`config.mk`:
```
export PLATFORM = sky130hd
export DESIGN_NAME = blockram_reader
export DESIGN_NICKNAME = d
export VERILOG_FILES = /design/src/rtl/blockram_reader.sv
export SDC_FILE = /design/constraint.sdc
export NUM_CORES = 1
export LEC_CHECK = 0
export CAP_MARGIN = 20
export CORE_ASPECT_RATIO = 1.75
export CORE_MARGIN = 3
export CORE_UTILIZATION = 25
export DETAILED_ROUTE_END_ITERATION = 7
export PLACE_DENSITY = 0.42
export RECOVER_POWER = 100
export SLEW_MARGIN = 10
export SYNTH_ARGS = -nofsm -noshare
export SYNTH_HDL_FRONTEND = slang
export SYNTH_SLANG_ARGS = --single-unit
```
`constraint.sdc`:
```
create_clock -name Clk -period 4.4 [get_ports Clk]
set_input_delay 0.44 -clock Clk [delete_from_list [all_inputs] [get_ports Clk]]
set_output_delay 0.44 -clock Clk [all_outputs]
set_load 0.01 [all_outputs]
```
`src/rtl/blockram_reader.sv`:
```
// blockram_reader: streams a contiguous BlockRam address range through a skid FIFO
// onto a valid/ready port. Define XPORT_BRREADER_LOOP_EN to repeat the range until Abort/Reset.
module blockram_reader #(
    parameter int unsigned LAT   = 2,
    parameter int unsigned DEPTH = 4
) (
    input  logic        Clk,
    input  logic        Reset,
    input  logic        Start,
    input  logic [7:0]  StartAddr,
    input  logic [7:0]  EndAddr,
    input  logic        Abort,
    output logic        Busy,
    output logic        Done,
    output logic [7:0]  RamAddr,
    output logic        RamEn,
    output logic        RamRd,
    output logic        RamWr,
    input  logic [15:0] RamData,
    output logic [15:0] OutData,
    output logic        OutValid,
    input  logic        OutReady
);
    localparam int unsigned PtrW = (DEPTH > 1) ? $clog2(DEPTH) : 1;
    localparam int unsigned CntW = $clog2(DEPTH + 1);
    localparam int unsigned InfW = $clog2(LAT + 1);

    typedef enum logic [1:0] {StIdle, StFetch, StDrain} stateT;

    stateT stateQ, stateD;
    logic [7:0] issueAddrQ, issueAddrD;
    logic [8:0] remainingQ, remainingD;
    logic [7:0] ramAddrQ;
    logic       doneQ, doneD;

`ifdef XPORT_BRREADER_LOOP_EN
    logic [7:0] startAddrQ;
    logic [8:0] rangeLenQ;
`endif

    // Return pipeline: one valid/last bit per read in flight.
    logic [LAT-1:0] vldQ;
    logic [LAT-1:0] lastQ;

    logic [DEPTH-1:0][15:0] dataMemQ;
    logic [DEPTH-1:0]       lastMemQ;
    logic [PtrW-1:0]        wrPtrQ, rdPtrQ;
    logic [CntW-1:0]        cntQ;

    logic [InfW-1:0] inflight;
    logic            credit;
    logic            issue;
    logic            issueLast;
    logic            push;
    logic            pop;
    logic            headLast;
    logic [8:0]      rangeLen;

    function automatic logic [PtrW-1:0] ptrInc(input logic [PtrW-1:0] p);
        return (p == PtrW'(DEPTH - 1)) ? '0 : p + 1'b1;
    endfunction

    always_comb begin
        inflight = '0;
        for (int i = 0; i < int'(LAT); i++) begin
            inflight = inflight + InfW'(vldQ[i]);
        end
    end

    assign rangeLen  = {1'b0, 8'(EndAddr - StartAddr)} + 9'd1;
    assign credit    = (32'(cntQ) + 32'(inflight)) < DEPTH;
    assign issue     = (stateQ == StFetch) && (remainingQ != 9'd0) && credit && !Abort;
    assign issueLast = (remainingQ == 9'd1);
    assign push      = vldQ[LAT-1];
    assign OutValid  = (cntQ != '0);
    assign pop       = OutValid && OutReady;
    assign headLast  = lastMemQ[rdPtrQ];
    assign OutData   = dataMemQ[rdPtrQ];

    assign Busy    = (stateQ != StIdle);
    assign Done    = doneQ;
    assign RamEn   = issue;
    assign RamRd   = issue;
    assign RamWr   = 1'b0;
    assign RamAddr = ramAddrQ;

    always_comb begin
        stateD     = stateQ;
        issueAddrD = issueAddrQ;
        remainingD = remainingQ;
        doneD      = !Abort && pop && headLast;
        if (Abort) begin
            stateD = StIdle;
        end else begin
            case (stateQ)
                StIdle: begin
                    if (Start) begin
                        stateD     = StFetch;
                        issueAddrD = StartAddr;
                        remainingD = rangeLen;
                    end
                end
                StFetch: begin
                    if (issue) begin
                        issueAddrD = issueAddrQ + 8'd1;
                        remainingD = remainingQ - 9'd1;
                        if (issueLast) begin
`ifdef XPORT_BRREADER_LOOP_EN
                            issueAddrD = startAddrQ;
                            remainingD = rangeLenQ;
`else
                            stateD = StDrain;
`endif
                        end
                    end
                end
                StDrain: begin
                    // The flagged last word leaving the FIFO ends the pass.
                    if (pop && headLast) begin
                        stateD = StIdle;
                    end
                end
                default: stateD = StIdle;
            endcase
        end
    end

    always_ff @(posedge Clk or posedge Reset) begin
        if (Reset) begin
            stateQ     <= StIdle;
            issueAddrQ <= '0;
            remainingQ <= '0;
            ramAddrQ   <= '0;
            doneQ      <= 1'b0;
        end else begin
            stateQ     <= stateD;
            issueAddrQ <= issueAddrD;
            remainingQ <= remainingD;
            doneQ      <= doneD;
            // BlockRam registers En but samples Addr a cycle later.
            if (issue) begin
                ramAddrQ <= issueAddrQ;
            end
        end
    end

`ifdef XPORT_BRREADER_LOOP_EN
    always_ff @(posedge Clk or posedge Reset) begin
        if (Reset) begin
            startAddrQ <= '0;
            rangeLenQ  <= '0;
        end else if ((stateQ == StIdle) && Start && !Abort) begin
            startAddrQ <= StartAddr;
            rangeLenQ  <= rangeLen;
        end
    end
`endif

    always_ff @(posedge Clk or posedge Reset) begin
        if (Reset) begin
            vldQ  <= '0;
            lastQ <= '0;
        end else if (Abort) begin
            vldQ  <= '0;
            lastQ <= '0;
        end else begin
            vldQ  <= (vldQ << 1) | LAT'(issue);
            lastQ <= (lastQ << 1) | LAT'(issue && issueLast);
        end
    end

    always_ff @(posedge Clk or posedge Reset) begin
        if (Reset) begin
            dataMemQ <= '0;
            lastMemQ <= '0;
            wrPtrQ   <= '0;
            rdPtrQ   <= '0;
            cntQ     <= '0;
        end else if (Abort) begin
            wrPtrQ <= '0;
            rdPtrQ <= '0;
            cntQ   <= '0;
        end else begin
            if (push) begin
                dataMemQ[wrPtrQ] <= RamData;
                lastMemQ[wrPtrQ] <= lastQ[LAT-1];
                wrPtrQ           <= ptrInc(wrPtrQ);
            end
            if (pop) begin
                rdPtrQ <= ptrInc(rdPtrQ);
            end
            case ({push, pop})
                2'b10:   cntQ <= cntQ + 1'b1;
                2'b01:   cntQ <= cntQ - 1'b1;
                default: cntQ <= cntQ;
            endcase
        end
    end
endmodule

```
# ---- Word level (Yosys, flattened, before mapping)
# Cells that the tools add are included.
# W data, S select, Z words.
dict set report totals {
  ff_bits 107
  inputBits 37
}
dict set report classes {
  n_addsub 10
  muxes 32
  bitwise 3
  n_lt_le_gt_ge 4
  reduce_logical 21
  n_eq_ne 13
}
# operator count
set ops {}
lappend ops {{$bwmux W64} 1}
lappend ops {{$bmux W16 S2} 1}
lappend ops {{$demux W16 S2} 1}
lappend ops {{$mux W16} 2}
lappend ops {{$mux W2} 13}
lappend ops {{$mux W9} 2}
lappend ops {{$pmux W9 S2} 1}
lappend ops {{$mux W8} 2}
lappend ops {{$pmux W8 S2} 1}
lappend ops {{$ne A3 B3 Y1 const B} 4}
lappend ops {{$add A8 B1 Y9 const B} 1}
lappend ops {{$eq A9 B1 Y1 const B} 1}
lappend ops {{$logic_and A1 B1 Y1} 9}
lappend ops {{$reduce_bool A9 Y1} 1}
lappend ops {{$sub A9 B1 Y9 const B} 1}
lappend ops {{$add A8 B1 Y8 const B} 1}
lappend ops {{$eq A2 B2 Y1 const B} 4}
lappend ops {{$reduce_and A4 Y1} 2}
lappend ops {{$reduce_bool A2 Y1} 4}
lappend ops {{$sub A8 B8 Y8} 1}
lappend ops {{$lt A2 B3 Y1 const B} 2}
lappend ops {{$pmux W2 S3} 1}
lappend ops {{$pmux W3 S2} 1}
lappend ops {{$reduce_bool A3 Y1} 2}
lappend ops {{other kinds (19)} 24}

# ---- Longest topological paths before layout
# Gate-level depths: netlist of run 1.
dict set report logic_depth {
  ltp_word 8
  depth_mapped 10
}

# ---- Least setup slack after synthesis of run 1
# OpenSTA, ideal clock, no wires.
dict set report synth_timing {
  path_type {in2reg}
  start {input EndAddr[0]}
  end {register remainingQ[6]}
  slack_ns 1.985
  setup_ns 0.129
  path_stages 10
  arrival_time_ns 2.287
  required_ns 4.271
  cell_sequence {inv_1 ha_1 inv_1 fa_1 a21o_1 a21oi_1 xor2_1 or4b_1 xor2_1 o21ai_1}
}
dict set report synth_between {
  elab_chain_len 4
}
# element line_no
set synth_rtl {}
lappend synth_rtl {{start: declaration} 11} ;# input logic [7:0] EndAddr,
lappend synth_rtl {{$sub A8 B8 Y8} 70} ;# assign rangeLen = {1'b0, 8'(EndAddr - StartAddr)} + 9'd1;
lappend synth_rtl {{$add A8 B1 Y9} 70}
lappend synth_rtl {{$mux W9} 97} ;# if (Start) begin
lappend synth_rtl {{$pmux W9 S2} 95} ;# case (stateQ)
lappend synth_rtl {{end signal: assignment} 138} ;# remainingQ <= remainingD;
lappend synth_rtl {{end: declaration} 32} ;# logic [8:0] remainingQ, remainingD;
# No other way between the ends. The select of a mux whose other input is x is not followed.
# A chain may end at the register's enable or synchronous reset.

# ---- Worst setup path in the final report of run 1
dict set report layout_timing {
  start {register rdPtrQ[0]}
  end {output OutData[1]}
}
dict set report layout_between {
  elab_chain_len 2
}
# element line_no
set layout_rtl {}
lappend layout_rtl {{start: declaration} 47} ;# logic [PtrW-1:0] wrPtrQ, rdPtrQ;
lappend layout_rtl {{start signal: assignment} 190} ;# rdPtrQ <= ptrInc(rdPtrQ);
lappend layout_rtl {{$bmux W16 S2} 78} ;# assign OutData = dataMemQ[rdPtrQ];
lappend layout_rtl {{$mux W16 (not written as such)} 78}
lappend layout_rtl {{end: declaration} 20} ;# output logic [15:0] OutData,
# No other way between the ends. The select of a mux whose other input is x is not followed.

==> impl_metrics.json, run 1 <==
{
  "power_density_nw_per_um2": 495,
  "core_area_um2": 21600,
  "critical_path_required_ps": 3960,
  "hold_class": "reg -> reg",
  "worst_skew_pair.late_latency_ps": 350,
  "seq_area_um2": 2680,
  "post_cts_buffers": 0,
  "initial_utilization": 0.256,
  "r2r-end": "remainingQ[4]",
  "syn_area_per_cell_um2": 12.2,
  "r2r_start": "stateQ[1]",
  "crit_arrival_ps": 3210,
  "synth-seq-cells": 107,
  "async_flop_share": 1.00,
  "clock-root-buffer": "clkbuf_16",
  "fin_tns_setup_ps": 0,
  "end_kind": "primary output",
  "reg2reg_depth": 5,
  "post_cts_resize_count": 0,
  "io_pins": 67,
  "rows": 71,
  "drt_iter0_drc": 133,
  "finalCriticalPeriod_ps": 3650,
  "whs_endpoint": "lastQ[1]",
  "hold_buffers": 0,
  "area_growth_pct": 22.3,
  "rsz0062_at_grt": "no",
  "violations": "max-capacitance violations, max-slew violations",
  "tightest_slew_ps": 2450,
  "htree_levels": 3,
  "diodes": 0,
  "dr.pass1.iters": 4,
  "wl_per_cell_um": 16.7,
  "vias": 3751,
  "fin_skew_ps": 3.87,
  "fill_cells": 2179,
  "clkTransAtPathRegs_ps": 70,
  "ys_seq_area_frac": 0.485,
  "place_ws_ps": 1310,
  "layout_setup_ws_ps": 747,
  "synth_ff_type": "dfrtp_1",
  "wirelength_um": 13500,
  "multi_input_area_um2": 2630,
  "place.port_buffers": 65,
  "cts_max_path_buffers": 2,
  "drv_slew": 74,
  "hold_start": "lastQ[0]",
  "drc": 0,
  "nets": 572,
  "relSlewSlack": -0.640,
  "cts_made_buffers": 9,
  "grt_overflow": 0,
  "synth_cell_types": 55,
  "max_cap_violations": 2,
  "fmax_mhz": 274,
  "setup_viol": 0,
  "cts_tree": "yes",
  "gp_congestion": 0.758,
  "start_kind": "register",
  "synth_nets": 508,
  "hold_depth": 1,
  "die_w_um": 118,
  "grt_max_degree": 56,
  "cts.sinks": 107,
  "yosys_warnings": 0,
  "startpoint": "rdPtrQ[0]",
  "finalPower_w": 0.00334,
  "vias_per_cell": 4.63,
  "grt_pass1_vias": 4092,
  "rrSetupSlack_ps": 1050,
  "leakage_nw": 3.02,
  "syn-cell-area_um2": 5520,
  "path_class": "reg -> out",
  "finalCritPeriodShare": 0.830,
  "grt_pass1_wl_um": 22100,
  "dieArea_um2": 24000,
  "syn_inst": 451,
  "fp.dieH_um": 203,
  "status": "complete, but fails checks",
  "dp_hpwl_um": 9750,
  "vdd_drop_max_mv": 0.171,
  "drive_above_1_share": 0.210,
  "synth_edf_count": 0,
  "hold_viol": 0,
  "antenna_found_initial": 0,
  "cp_max_fo": 17,
  "antenna_left": 0,
  "track_usage": 0.117
}
[per-layer routing]
metal	share of wire	up-vias	wire [um]	track usage
li1	-	1774	-	-
met5	0	-	0	0
met3	0.028	18	378	0.0212
met2	0.57	62	7720	0.231
met1	0.38	1897	5090	0.122
met4	0.023	0	306	0.0423
[kinds of logic after synthesis]
family / count (synthesis) / share of synthesized area
xor+xnor: 11 / 0.0174
other cells: 1 / 0.000679
fa+ha+maj: 20 / 0.0480
mux: 95 / 0.231
simple gates: 103 / 0.0997
flops: 107 / 0.485
buf+inv: 40 / 0.0324
compound gates: 74 / 0.0861
[where the power goes]
group	leakage [nW]	switching, W	internal [W]
sequential	1.41	0.000168	0.00119
combinational	1.46	0.000528	0.000589
clock	0.151	0.000361	0.000509
total	3.02	0.00106	0.00229
[worst max-delay path, cell delays in order (launching register included)]
cell           delay [ps]
dfrtp_1               390
clkbuf_1             1190
mux4_2                660
dlygate4sd3_1         630
[layout make-up]
class	instances	share of cell area
clock buffers	10	0.0354
repair buffers	71	0.101
inverters	22	0.0124
clock inverters	4	0.0113
flip-flops and latches	107	0.396
well taps	292	0.0541
multi-input cells	304	0.390
[how the worst max path moves through the flow]
| stage | cells after the start | endpoint | slack [ps] |
|---|---|---|---|
| after floorplan | 1 | Done | 1140 |
| after global placement | 5 | RamRd | 1360 |
| after detailed placement | 5 | RamRd | 1310 |
| after CTS | 5 | RamRd | 920 |
| after global routing | 3 | OutData[1] | 430 |
| final | 3 | OutData[1] | 750 |
[registers in the layout (all words and copies together) (netlist names)]
register,flops
Done,1
RamAddr,8
cntQ,3
dataMemQ,64
issueAddrQ,8
lastMemQ,4
lastQ,2
rdPtrQ,2
remainingQ,9
stateQ,2
vldQ,2
wrPtrQ,2
[layout by cell type (no fill, tap or decap), types with 7 or more instances in the layout]
| cell type | Yosys | routed |
|---|---|---|
| dfrtp_1 | 107 | 107 |
| mux2_2 | 70 | 70 |
| clkdlybuf4s50_1 | 0 | 33 |
| dlygate4sd3_1 | 0 | 32 |
| nor2_1 | 27 | 27 |
| a21oi_1 | 24 | 24 |
| inv_1 | 22 | 21 |
| o21ai_0 | 20 | 21 |
| nand2_1 | 18 | 18 |
| ha_1 | 18 | 18 |
| mux4_2 | 17 | 17 |
| nand3_1 | 10 | 10 |
| clkbuf_16 | 0 | 9 |
| nor3_1 | 8 | 8 |
| nor2b_1 | 7 | 7 |
| xnor2_1 | 7 | 7 |
[cells in the mapped netlist, types with 7 or more instances]
cell | instances | area share
clkbuf_1 | 11 | 0.0075
nand3_1 | 10 | 0.0091
mux2_2 | 70 | 0.14
ha_1 | 18 | 0.041
nor2_1 | 27 | 0.018
inv_1 | 22 | 0.015
dfrtp_1 | 107 | 0.48
nand2_1 | 18 | 0.012
xnor2_1 | 7 | 0.011
nor3_1 | 8 | 0.0072
mux4_2 | 17 | 0.069
nor2b_1 | 7 | 0.0079
o21ai_0 | 20 | 0.018
a21oi_1 | 24 | 0.022
[through the flow]
step	std cells	cell area [um^2]	utilization	hold slack, ps
2_1_floorplan	451	5520	-	439
3_3_place_gp	796	6490	0.301	481
3_5_place_dp	796	6490	0.301	475
4_1_cts	810	6810	0.315	493
5_1_grt	810	6760	0.313	510
6_report	810	6760	0.313	482
Note: power is estimated with default switching activity, not from simulation.
==> inputs of run 2 (changes only) <==
--- a/config.mk
+++ b/config.mk
@@ -10,7 +10,7 @@
 export CORE_MARGIN = 3
 export CORE_UTILIZATION = 25
 export DETAILED_ROUTE_END_ITERATION = 7
-export PLACE_DENSITY = 0.42
+export PLACE_DENSITY = 0.44
 export RECOVER_POWER = 100
 export SLEW_MARGIN = 10
 export SYNTH_ARGS = -nofsm -noshare
==> constraint.sdc (replaced) <==
create_clock -name Clk -period 3.2 [get_ports Clk]
set_input_delay 0.32 -clock Clk [delete_from_list [all_inputs] [get_ports Clk]]
set_output_delay 0.32 -clock Clk [all_outputs]
set_load 0.01 [all_outputs]
==> run 2 against run 1 <==
The flow still finishes with violations (max-capacitance violations, max-slew violations). Worst hold slack worse by 12 ps. First-iteration DRC count up 59%. Die area unchanged. Routed wire length down 3.6%. Largest cell class unchanged. Highest routed layer unchanged.
==> impl_metrics.json, run 2 (synthesis gave the netlist of run 1 again) <==
{
  "hold_start": "lastQ[0]",
  "place_area_um2": 6540,
  "cts_max_path_buffers": 2,
  "clkTransAtPathRegs_ps": 70,
  "clock-root-buffer": "clkbuf_16",
  "dieArea_um2": 24000,
  "cts_made_buffers": 9,
  "vias_per_cell": 4.57,
  "setup_viol": 0,
  "power_density_nw_per_um2": 680,
  "finalPower_w": 0.00464,
  "track_usage": 0.113,
  "htree_levels": 3,
  "cp_max_fo": 16,
  "max_cap_violations": 1,
  "startpoint": "rdPtrQ[1]",
  "dp_hpwl_um": 9600,
  "r2r_start": "cntQ[0]",
  "drive_above_1_share": 0.221,
  "leakage_nw": 3.05,
  "drv_slew": 38,
  "place.port_buffers": 65,
  "drc": 0,
  "grt_max_degree": 46,
  "initial_utilization": 0.256,
  "hold_buffers": 0,
  "fin_area_um2": 6830,
  "largest_register": "dataMemQ",
  "antenna_left": 0,
  "cts_tree": "yes",
  "start_kind": "register",
  "rsz0062_at_grt": "no",
  "hold_ws_ps": 471,
  "grt_overflow": 0,
  "hold_viol": 0,
  "worst_skew_pair.late_latency_ps": 340,
  "fp.dieH_um": 203,
  "largestRegisters": "dataMemQ (64), remainingQ (9)",
  "layout_commonest_cell": "dfrtp_1",
  "finalCritPeriodShare": 0.938,
  "relSlewSlack": -0.122,
  "cts.sinks": 107,
  "dr.pass1.iters": 4,
  "die_w_um": 118,
  "gp_congestion": 0.761,
  "finalCriticalPeriod_ps": 3000,
  "rows": 71,
  "hold_class": "reg -> reg",
  "grt_pass1_vias": 4052,
  "fin_tns_setup_ps": 0,
  "wl_per_cell_um": 15.9,
  "area_growth_pct": 23.6,
  "fin_skew_ps": 4.44,
  "crit_arrival_ps": 2680,
  "critical_path_required_ps": 2880,
  "layout_common_cells": "dfrtp_1 (107), mux2_2 (70), clkdlybuf4s50_1 (37)",
  "nets": 578,
  "tightest_slew_ps": 1670,
  "io_pins": 67,
  "status": "complete, but fails checks",
  "violations": "max-capacitance violations, max-slew violations",
  "vias": 3741,
  "fmax_mhz": 333,
  "largest_reg_flops": 64,
  "wirelength_um": 13000,
  "grt_pass1_wl_um": 21400,
  "core_area_um2": 21600,
  "drt_iter0_drc": 212,
  "path_class": "reg -> out",
  "vdd_drop_max_mv": 0.281,
  "antenna_found_initial": 1,
  "end_kind": "primary output"
}
## run 2: cell count changes in the layout (fill, tap and decap cells not counted), sizes merged
| cell | previous run | this run |
|---|---|---|
| buf | 2 | 3 |
| clkbuf | 14 | 22 |
| clkdlybuf4s50 | 33 | 37 |
| clkinvlp | 2 | 1 |
| diode | 0 | 1 |
| dlygate4sd3 | 32 | 28 |
## run 2: final timing paths
path	end	slack, ps	cells past startpoint
setup / recovery	OutData[2]	200	3
hold / removal	lastQ[1]	470	1
setup reg to reg	RamAddr[0]	680	6
hold reg to reg	lastQ[1]	470	1
max in group asynchronous	dataMemQ[52]	620	3
min in group asynchronous	remainingQ[4]	830	2
## run 2: area by class of cell
class                      instances  area [um^2]
antenna                            1         2.50
timing repair buffer              77          714
sequential                       107         2680
inverter                          22         83.8
clock inverter                     3         68.8
clock buffer                      13          270
fill                            2175        14800
multi-input combinational        304         2640
tap                              292          365
## run 2: metrics by stage
stage	util	setup slack [ps]	std cells
after floorplan	-	62.8	451
after global placement	0.303	320	801
after detailed placement	0.303	250	801
after CTS	0.319	66.8	817
after global routing	0.316	52.9	819
final	0.316	197	819
## run 2: timing repair
| item | CTS | global route |
|---|---|---|
| setup buffers | 0 | 1 |
| resized for setup | 0 | 0 |
| setup endpoints to repair | 0 | 2 |
| endpoints found under the hold margin | 0 | 0 |
## run 2: worst max-delay path: stages (launching register included)
cell and delay, ps:
dfrtp_1 400, clkbuf_1 870, mux4_2 430, dlygate4sd3_1 620
## run 2: metal layers
layer | track usage | vias to the layer above | part of all wire | wire (um)
met5 | 0 | - | 0 | 0
met4 | 0.0444 | 0 | 0.017 | 219
met3 | 0.0178 | 9 | 0.033 | 426
met2 | 0.212 | 73 | 0.55 | 7160
met1 | 0.125 | 1877 | 0.40 | 5200
li1 | - | 1782 | - | -
## run 2: report_power, final
| part | internal [W] | switching [W] |
|---|---|---|
| registers | 0.00163 | 0.000236 |
| logic | 0.000822 | 0.000708 |
| clock network | 0.000752 | 0.000491 |
| total | 0.00321 | 0.00144 |
==> inputs of run 3 (changes only) <==
--- a/config.mk
+++ b/config.mk
@@ -8,9 +8,9 @@
 export CAP_MARGIN = 20
 export CORE_ASPECT_RATIO = 1.75
 export CORE_MARGIN = 3
-export CORE_UTILIZATION = 25
+export CORE_UTILIZATION = 51
 export DETAILED_ROUTE_END_ITERATION = 7
-export PLACE_DENSITY = 0.44
+export PLACE_DENSITY = 0.77
 export RECOVER_POWER = 100
 export SLEW_MARGIN = 10
 export SYNTH_ARGS = -nofsm -noshare
==> run 3 against run 2 <==
Sequential cell count unchanged. Routed wire length decreased by 11%. Clock skew increased by 3.7 ps. Non-clock buffer count unchanged. The run still ends with max-capacitance violations, max-slew violations left. Via count increased by 0.88%. Sequential power about the same. Clock-buffer cell count decreased by 3. Clock power decreased by 10%. Setup slack got worse by 27 ps. Worst hold slack improved by 1.1 ps. Maximum frequency decreased by 0.89%.
==> impl_metrics.json, run 3 (synthesis gave the netlist of run 1 again) <==
{
  "cts_max_path_buffers": 2,
  "io_pins": 67,
  "area_growth_pct": 19.0,
  "top_layer": "met4",
  "dieArea_um2": 12200,
  "crit_arrival_ps": 2710,
  "hold_class": "reg -> reg",
  "start_kind": "register",
  "power_density_nw_per_um2": 685,
  "routed-wl-met3_um": 374,
  "drt_iter0_drc": 191,
  "path_class": "reg -> out",
  "seq_area_um2": 2680,
  "grt_pass1_vias": 3954,
  "worst_skew_pair.late_latency_ps": 340,
  "multi_input_area_um2": 2650,
  "wl_per_cell_um": 17.8,
  "place.port_buffers": 65,
  "largest_reg_flops": 64,
  "drv_slew": 60,
  "max_cap_violations": 1,
  "initial_utilization": 0.530,
  "fill_cells": 859,
  "core_area_um2": 10400,
  "track_usage": 0.205,
  "drc": 0,
  "stdcell_count": 653,
  "status": "complete, but fails checks",
  "fin_skew_ps": 8.17,
  "fin_tns_setup_ps": 0,
  "vias_per_cell": 5.78,
  "leakage_nw": 3.02,
  "hold_viol": 0,
  "rrSetupSlack_ps": 810,
  "clock-root-buffer": "clkbuf_16",
  "rows": 49,
  "diodes": 0,
  "gp_congestion": 0.850,
  "antenna_found_initial": 0,
  "setup_viol": 0,
  "cts.sinks": 107,
  "finalCritPeriodShare": 0.947,
  "cts_made_buffers": 9,
  "dp_hpwl_um": 8510,
  "dr.pass1.iters": 5,
  "largestRegisters": "dataMemQ (64), remainingQ (9)",
  "fp.dieH_um": 144,
  "relSlewSlack": -0.452,
  "cp_max_fo": 12,
  "rsz0062_at_grt": "no",
  "critical_path_required_ps": 2880,
  "grt_max_degree": 60,
  "grt_overflow": 0,
  "htree_levels": 3,
  "hold_buffers": 0,
  "layout_common_cells": "dfrtp_1 (107), mux2_2 (70), clkdlybuf4s50_1 (41)",
  "vdd_drop_max_mv": 0.382,
  "wirelength_um": 11600,
  "drive_above_1_share": 0.213,
  "place_inst": 637,
  "nets": 578,
  "finalCriticalPeriod_ps": 3030,
  "post_cts_resize_count": 0,
  "grt_pass1_wl_um": 19700,
  "die_w_um": 84.7,
  "layout_commonest_cell": "dfrtp_1",
  "wl_met1_um": 4450,
  "final_core_util": 0.631,
  "route.met2.wl_um": 6570,
  "fmax_mhz": 330,
  "largest_register": "dataMemQ",
  "tightest_slew_ps": 2180,
  "vias": 3774,
  "clkTransAtPathRegs_ps": 70,
  "post_cts_buffers": 0,
  "cts_tree": "yes",
  "end_kind": "primary output",
  "antenna_left": 0,
  "violations": "max-capacitance violations, max-slew violations"
}
## run 3: cell types whose count changed in the layout (fill, tap and decap cells not counted), sizes merged
cell / delta
buf: +1
bufinv: -1
clkbuf: -4
clkdlybuf4s50: +4
clkinv: +1
clkinvlp: -1
diode: -1
dlygate4sd3: -4
inv: +4
## run 3: layout make-up
cell class / count / share of cell area
flip-flops and latches: 107 / 0.407
inverters: 22 / 0.0126
repair buffers: 77 / 0.108
clock inverters: 6 / 0.0107
clock buffers: 10 / 0.0348
well taps: 127 / 0.0242
multi-input cells: 304 / 0.402
## run 3: per-stage QoR
step,total power [W],hold slack (ps),instance area [um^2],setup slack [ps]
floorplan,0.00286,386,5520,62.8
global placement,0.00349,447,6330,368
detailed placement,0.00355,460,6330,311
CTS,0.00468,471,6630,111
global route,0.00480,499,6580,62.3
finish,0.00451,472,6580,170
## run 3: power by group
group	switching (W)	internal [W]	leakage (nW)
registers	0.000242	0.00163	1.41
logic	0.000690	0.000834	1.47
clock network	0.000494	0.000616	0.148
total	0.00143	0.00308	3.02
## run 3: routing by layer
metal / vias up / GRT usage
li1: 1792 / -
met1: 1886 / 0.228
met2: 79 / 0.386
met3: 17 / 0.0384
met4: 0 / 0.0701
met5: - / 0
## run 3: final timing paths
kind                       startpoint            end  cells after the start
min                          lastQ[0]       lastQ[1]                      1
min in group asynchronous       Reset     RamAddr[2]                      2
min reg2reg                  lastQ[0]       lastQ[1]                      1
max in group asynchronous       Reset   dataMemQ[62]                      3
max                           cntQ[0]          RamRd                      6
max reg2reg                   cntQ[0]  remainingQ[4]                      6
## run 3: worst max-delay path, cell delays in order (launching register included)
cell,delay (ps)
dfrtp_1,430
ha_1,290
a21o_1,170
a2111o_1,470
or2_4,340
inv_1,120
clkdlybuf4s50_1,560
